--- config.mk ---
export PLATFORM = sky130hd
export DESIGN_NAME = opt_sequencer
export DESIGN_NICKNAME = d
export VERILOG_FILES = /design/src/rtl/opt_sequencer.sv
export SDC_FILE = /design/constraint.sdc
export NUM_CORES = 1
export LEC_CHECK = 0
export BUFFER_PORTS_ARGS = -buffer_cell sky130_fd_sc_hd__buf_2
export CAP_MARGIN = 25
export CORE_UTILIZATION = 25
export DETAILED_ROUTE_END_ITERATION = 6
export PLACE_DENSITY = 0.45
export SLEW_MARGIN = 30
export SYNTH_ARGS = -nofsm -noshare
export SYNTH_HDL_FRONTEND = slang
export SYNTH_SLANG_ARGS = --single-unit
--- constraint.sdc ---
create_clock -name clk -period 3.5 [get_ports clk]
set_clock_uncertainty 0.05 [all_clocks]
set_input_delay 0.175 -clock clk [delete_from_list [all_inputs] [get_ports clk]]
set_output_delay 0.175 -clock clk [all_outputs]
set_load 0.01 [all_outputs]
--- src/rtl/opt_sequencer.sv ---
// opt_sequencer
//   Per-replica controller for the distance/delta datapath. Takes one move
//   proposal (2-opt / or-opt), issues the distance command steps that build
//   the energy delta, waits for the delta, makes the Metropolis decision and
//   holds the result until the replica update logic consumes it.
//
// Ports
//   clk, reset          clock, asynchronous active-high reset
//   opt_valid/ready     proposal handshake (ready only in IDLE)
//   opt[79:0]           {command[1:0], K[6:0], L[6:0], r_metropolis[31:0], r_exchange[31:0]}
//   beta_shift[3:0]     Metropolis threshold shift, sampled with opt
//   dist_cmd[4:0]       registered {select[2:0], op[1:0]} to the datapath
//   delta_valid, delta  one-cycle delta return, signed 3.17 (21 bits)
//   res_valid/ready     result handshake
//   res_accept          1 = move accepted
//   res_delta, res_opt  latched delta and proposal
//   err_thr             one-cycle pulse when a THR command is refused
//   err_timeout         one-cycle pulse when WAIT gives up
//
// state | meaning
// IDLE  | ready for a proposal
// ISSUE | driving one distance step per cycle
// WAIT  | waiting for delta_valid, bounded by TIMEOUT cycles
// JUDGE | Metropolis accept/reject on the latched delta
// OUT   | result presented until res_ready

module opt_sequencer #(
    parameter int TIMEOUT = 15,
    parameter int CNT_W   = 4
) (
    input  logic        clk,
    input  logic        reset,
    input  logic        opt_valid,
    output logic        opt_ready,
    input  logic [79:0] opt,
    input  logic [3:0]  beta_shift,
    output logic [4:0]  dist_cmd,
    input  logic        delta_valid,
    input  logic [20:0] delta,
    output logic        res_valid,
    input  logic        res_ready,
    output logic        res_accept,
    output logic [20:0] res_delta,
    output logic [79:0] res_opt,
    output logic        err_thr,
    output logic        err_timeout
);

    localparam logic [1:0] CMD_TWO = 2'd0;
    localparam logic [1:0] CMD_OR0 = 2'd1;
    localparam logic [1:0] CMD_OR1 = 2'd2;
    localparam logic [1:0] CMD_THR = 2'd3;

    localparam logic [2:0] SEL_KP = 3'd0;
    localparam logic [2:0] SEL_KN = 3'd1;
    localparam logic [2:0] SEL_KM = 3'd2;
    localparam logic [2:0] SEL_LP = 3'd3;
    localparam logic [2:0] SEL_LN = 3'd4;
    localparam logic [2:0] SEL_LM = 3'd5;

    localparam logic [1:0] OP_DNOP = 2'd0;
    localparam logic [1:0] OP_ZERO = 2'd1;
    localparam logic [1:0] OP_PLS  = 2'd2;
    localparam logic [1:0] OP_MNS  = 2'd3;

    localparam logic [4:0] CMD_IDLE = {SEL_KN, OP_DNOP};

    typedef enum logic [2:0] {
        S_IDLE,
        S_ISSUE,
        S_WAIT,
        S_JUDGE,
        S_OUT
    } state_t;

    state_t             r_state, w_state_n;
    logic [CNT_W-1:0]   r_cnt, w_cnt_n;
    logic [4:0]         r_dist, w_dist_n;
    logic               r_res_valid, w_res_valid_n;
    logic               r_accept, w_accept_n;
    logic [20:0]        r_delta, w_delta_n;
    logic [79:0]        r_opt, w_opt_n;
    logic [3:0]         r_shift, w_shift_n;
    logic               r_err_thr, w_err_thr_n;
    logic               r_err_to, w_err_to_n;

    logic               w_last_step;
    logic [19:0]        w_thresh;
    logic               w_accept;

    // Step table: {select, op} for each step of each move type.
    function automatic logic [4:0] step_cmd(input logic [1:0] cmd, input logic [CNT_W-1:0] step);
        logic [4:0] c;
        c = CMD_IDLE;
        case (cmd)
            CMD_TWO: begin
                case (step)
                    CNT_W'(0): c = {SEL_KP, OP_ZERO};
                    CNT_W'(1): c = {SEL_LP, OP_PLS};
                    CNT_W'(2): c = {SEL_KN, OP_MNS};
                    CNT_W'(3): c = {SEL_LN, OP_MNS};
                    default:   c = CMD_IDLE;
                endcase
            end
            CMD_OR0: begin
                case (step)
                    CNT_W'(0): c = {SEL_KP, OP_ZERO};
                    CNT_W'(1): c = {SEL_LP, OP_PLS};
                    CNT_W'(2): c = {SEL_LM, OP_PLS};
                    CNT_W'(3): c = {SEL_KN, OP_MNS};
                    CNT_W'(4): c = {SEL_LN, OP_MNS};
                    CNT_W'(5): c = {SEL_KM, OP_MNS};
                    default:   c = CMD_IDLE;
                endcase
            end
            CMD_OR1: begin
                case (step)
                    CNT_W'(0): c = {SEL_LP, OP_ZERO};
                    CNT_W'(1): c = {SEL_KP, OP_PLS};
                    CNT_W'(2): c = {SEL_KM, OP_PLS};
                    CNT_W'(3): c = {SEL_LN, OP_MNS};
                    CNT_W'(4): c = {SEL_KN, OP_MNS};
                    CNT_W'(5): c = {SEL_LM, OP_MNS};
                    default:   c = CMD_IDLE;
                endcase
            end
            default: c = CMD_IDLE;
        endcase
        return c;
    endfunction

    assign w_last_step = (r_opt[79:78] == CMD_TWO) ? (r_cnt == CNT_W'(3))
                                                   : (r_cnt == CNT_W'(5));

    // Threshold uses the low 20 bits of r_metropolis; a negative or zero
    // delta is always accepted, otherwise magnitude compare is unsigned.
    assign w_thresh = r_opt[51:32] >> r_shift;
    assign w_accept = r_delta[20] || (r_delta == 21'd0) || (r_delta[19:0] < w_thresh);

    always_comb begin
        w_state_n     = r_state;
        w_cnt_n       = r_cnt;
        w_dist_n      = CMD_IDLE;
        w_res_valid_n = r_res_valid;
        w_accept_n    = r_accept;
        w_delta_n     = r_delta;
        w_opt_n       = r_opt;
        w_shift_n     = r_shift;
        w_err_thr_n   = 1'b0;
        w_err_to_n    = 1'b0;

        case (r_state)
            S_IDLE: begin
                if (opt_valid) begin
                    if (opt[79:78] == CMD_THR) begin
                        w_err_thr_n = 1'b1;
                    end else begin
                        w_opt_n   = opt;
                        w_shift_n = beta_shift;
                        w_cnt_n   = '0;
                        w_state_n = S_ISSUE;
                        // dist_cmd is registered, so step 0 is loaded on the
                        // handshake edge and appears in the first ISSUE cycle.
                        w_dist_n  = step_cmd(opt[79:78], '0);
                    end
                end
            end
            S_ISSUE: begin
                if (w_last_step) begin
                    w_cnt_n   = '0;
                    w_state_n = S_WAIT;
                end else begin
                    w_cnt_n  = r_cnt + CNT_W'(1);
                    w_dist_n = step_cmd(r_opt[79:78], r_cnt + CNT_W'(1));
                end
            end
            S_WAIT: begin
                if (delta_valid) begin
                    w_delta_n = delta;
                    w_state_n = S_JUDGE;
                end else if (r_cnt == CNT_W'(TIMEOUT - 1)) begin
                    w_err_to_n = 1'b1;
                    w_cnt_n    = '0;
                    w_state_n  = S_IDLE;
                end else begin
                    w_cnt_n = r_cnt + CNT_W'(1);
                end
            end
            S_JUDGE: begin
                w_accept_n    = w_accept;
                w_res_valid_n = 1'b1;
                w_state_n     = S_OUT;
            end
            S_OUT: begin
                if (res_ready) begin
                    w_res_valid_n = 1'b0;
                    w_state_n     = S_IDLE;
                end
            end
            default: begin
                w_state_n = S_IDLE;
            end
        endcase
    end

    always_ff @(posedge clk or posedge reset) begin
        if (reset) begin
            r_state     <= S_IDLE;
            r_cnt       <= '0;
            r_dist      <= CMD_IDLE;
            r_res_valid <= 1'b0;
            r_accept    <= 1'b0;
            r_delta     <= '0;
            r_opt       <= '0;
            r_shift     <= '0;
            r_err_thr   <= 1'b0;
            r_err_to    <= 1'b0;
        end else begin
            r_state     <= w_state_n;
            r_cnt       <= w_cnt_n;
            r_dist      <= w_dist_n;
            r_res_valid <= w_res_valid_n;
            r_accept    <= w_accept_n;
            r_delta     <= w_delta_n;
            r_opt       <= w_opt_n;
            r_shift     <= w_shift_n;
            r_err_thr   <= w_err_thr_n;
            r_err_to    <= w_err_to_n;
        end
    end

    assign opt_ready   = (r_state == S_IDLE);
    assign dist_cmd    = r_dist;
    assign res_valid   = r_res_valid;
    assign res_accept  = r_accept;
    assign res_delta   = r_delta;
    assign res_opt     = r_opt;
    assign err_thr     = r_err_thr;
    assign err_timeout = r_err_to;

endmodule

==> impl.org <==
** Status
- Run status :: finished, final reports clean

** Yosys
- The synthesized netlist devotes 8.30% of its cell area to compound gates.
- In this run the cell area of the synthesized design comes to 0.00624 mm².
- Counting flops and latches in the post-synthesis netlist gives 121.
- Number of warnings reported in the yosys synthesis log :: 0
- After Yosys synthesis, and, or, nand and nor cells account for 8.80% of the synthesized area.
- Synthesis produced a netlist with a net count of 657.
- Sequential fraction of the synthesis area :: 48.5%
- After synthesis, the largest family of logic cells by area is multiplexers.
- Distinct cell type count after synthesis :: 47
- Number of synthesized flops with an enable pin :: 0
- Share of cell area taken by muxes after synthesis :: 26.0%
- Synth Instances :: 523
- Mean instance size in the synthesized netlist :: 11.9 µm²
- Of all flip-flops after synthesis, the portion carrying an async set or reset was 100%.
- XOR/XNOR share of the synthesized area :: 0.561%
- After Yosys synthesis, full adders, half adders and majority gates account for 4.81% of the synthesized area.
- For this run, the leading register cell type out of synthesis is sky130_fd_sc_hd__dfrtp_1.

** Timing
- Setup violations remaining at the end of the flow were counted as 0.
- Setup_tns :: 0 ns
- Max-slew violation total from the final report :: 0
- Measured against its own limit, the worst slew margin works out to 56.0%.
- F_max :: 309 MHz
- For the pin with the worst max-slew slack, the measured transition is 0.660 ns.
- Dividing the final minimum period by the clock period gives 92.4%.
- The count of final hold-check violations was 0.
- Setup repair after global routing left no endpoint under its margin.
- Counting I/O delays and the setup requirement, the final critical path takes 3.23 ns.

** Cells and area
- Number of inserted filler cells in the final layout :: 2495
- Cells fill 38.5% of the core in the end.
- Ratio of cells with drive above 1 in the final layout :: 45.1%
- Antenna diode count :: 0
- Total area of multi-input combinational cells :: 0.00304 mm²
- Nets :: 983
- Commonest non-fill, non-tap cells in the layout :: 220 x sky130_fd_sc_hd__buf_2, 120 x sky130_fd_sc_hd__dfrtp_1, 111 x sky130_fd_sc_hd__mux2_2
- Layout area overhead :: 50.6%
- Summing all flip-flop and latch instances after layout gives 0.00303 mm².
- Commonest non-fill, non-tap cell in the layout :: sky130_fd_sc_hd__buf_2

** Floorplan
- In this run the horizontal extent of the chip is 160 µm.
- # IOs :: 221
- Row Count :: 57
- Effective utilization at floorplan :: 25.6%
- Floorplan die area :: 0.0256 mm²
- In this run the vertical extent of the chip is 160 µm.
- Placeable Area :: 0.0244 mm²

** Route
- Per-cell routed wire length :: 14.8 µm
- In this run, the number of DRC markers left after iteration 0 of detailed routing was 172.
- Dividing the detail-routed via count by the number of cells gives 4.42.
- Remaining number of nets flagged by the antenna check after routing :: 0
- The routed layout has 5238 vias.
- In the routed design, unresolved DRC markers number 0.
- Total wire length after detailed routing :: 17.6 mm
- Length of the first detailed-routing pass in iterations :: 4

** Clocking
- Post-cts sizing count :: 0
- The tree is rooted in a sky130_fd_sc_hd__clkbuf_16.
- Number of buffers inserted for hold repair after clock tree synthesis :: 108
- After clock tree synthesis, the setup repair step added 0 buffers.
- Number of buffers on the longest clock path :: 2
- The H-tree was split into 4 levels.
- Clock latency on the worst-skew pair, taken at its later pin, is 0.41 ns.
- Clock-pin slew was measured on the worst setup and hold paths at 0.06 ns.
- TritonCTS built the clock tree.
- # clock sinks :: 121
- Number of buffers added by the clock tree synthesis step :: 17

** Min path
- Type of the worst min-delay path :: in -> reg

** Worst setup path
- Data arrival time of the critical path :: 3.54 ns
- STA classifies the critical path startpoint as a register.
- Largest fanout on the critical path :: 14
- Setup crit end kind :: register
- The critical path is of the reg -> reg type.
- Required @ worst endpoint :: 3.81 ns

** Run
- The tool flagged a number of max-cap violations equal to 0.

** Global routing
- The first global-routing pass estimated 28.9 mm of wire.
- Via count of the first global-routing pass :: 5565
- Largest net degree at the start of global routing :: 63
- The initial antenna violation count is 0.
- After global routing the overflow that remains totals 0.
- Across every metal layer, demand over resource in global routing totals 14.3%.

** Power
- In this run the static leakage power is 4.37 nW.
- PD cells :: 955 mW/mm²
- Highest ir drop seen on vdd :: 313 µV
- Design Power :: 8.98 mW

** Placed design
- After legalization and detailed placement, the total HPWL measured 12.6 mm.
- Buffers on Ports :: 220
- The congestion estimate from routability-driven global placement came to 0.744.
area by class of cell:
type | instances | area share [%]
clock buffers | 17 | 4.53
inverters | 8 | 0.346
repair buffers | 337 | 24.2
multi-input cells | 364 | 32.4
flip-flops and latches | 121 | 32.2
clock inverters | 14 | 2.00
well taps | 324 | 4.31
flip-flops by register name (all words and copies together) (netlist names):
signal	count
err_timeout	1
res_delta	21
r_state	3
dist_cmd	5
res_accept	1
err_thr	1
res_valid	1
r_shift	4
r_cnt	4
res_opt	80
cells by family after synthesis:
logic type | after synthesis
buffers and inverters | 38
adder cells (fa/ha/maj) | 24
XOR/XNOR | 4
multiplexers | 141
flip-flops | 121
AND/OR/NAND/NOR | 111
AO/OA/AOI/OAI | 84
layer usage:
| layer | wire length, µm | track usage (%) |
|---|---|---|
| met3 | 859 | 3.56 |
| met4 | 206 | 4.42 |
| met1 | 8040 | 18.0 |
| met2 | 8460 | 24.0 |
| met5 | 0 | 0 |
metrics by stage:
stage | instances | area [µm²] | setup WS, ns | hold slack [ns]
after global routing | 1185 | 9400 | 0.0194 | 0.0847
after floorplan | 523 | 6240 | 0.0625 | 0.195
after global placement | 1046 | 7700 | 0.333 | 0.0976
after detailed placement | 1046 | 7700 | 0.284 | 0.101
final | 1185 | 9400 | 0.265 | 0.0597
after CTS | 1185 | 9400 | 0.269 | 0.0572
synth_stat cells, drive strengths merged, types with 4 or more instances:
master	count	share of area (%)
dfrtp	120	48
nand2	37	2.2
o22ai	5	0.50
a21o	6	0.72
nor2	26	1.6
o21a	5	0.60
ha	24	4.8
clkbuf	10	0.66
o21ai	18	1.4
nand3	5	0.40
nor2b	5	0.50
or2	6	0.60
buf	20	1.8
nor4	6	0.60
inv	8	0.48
o211ai	5	0.60
nor3b	4	0.56
mux2	111	20
mux2i	24	3.9
nor3	6	0.56
a21oi	27	2.2
mux4	6	2.2
power by group:
part / internal, mW / leakage, nW / switching [mW]
logic: 2.21 / 2.62 / 2.16
registers: 2.09 / 1.45 / 0.666
clock network: 1.14 / 0.297 / 0.725
worst max-delay path, cell delays in order (launching register included):
cell	delay, ns
sky130_fd_sc_hd__dfrtp_1	0.63
sky130_fd_sc_hd__buf_4	0.33
sky130_fd_sc_hd__mux2_2	0.36
sky130_fd_sc_hd__o21ai_0	0.25
sky130_fd_sc_hd__mux2_2	0.23
sky130_fd_sc_hd__nor2_1	0.04
sky130_fd_sc_hd__a21oi_1	0.16
sky130_fd_sc_hd__ha_1	0.27
sky130_fd_sc_hd__a2111oi_0	0.33
sky130_fd_sc_hd__nor3_1	0.11
sky130_fd_sc_hd__a211oi_1	0.24
sky130_fd_sc_hd__a221o_1	0.17
worst paths after layout:
kind,start,end,slack [ns],cells past startpoint
hold reg to reg,res_opt[76],res_opt[76],0.45,1
setup / recovery,r_shift[1],res_accept,0.27,11
max in group asynchronous,reset,res_delta[17],2.35,4
setup reg to reg,r_shift[1],res_accept,0.27,11
min in group asynchronous,reset,res_opt[68],0.21,3
hold / removal,opt_valid,err_thr,0.06,3
Note: power is estimated with default switching activity, not from simulation.
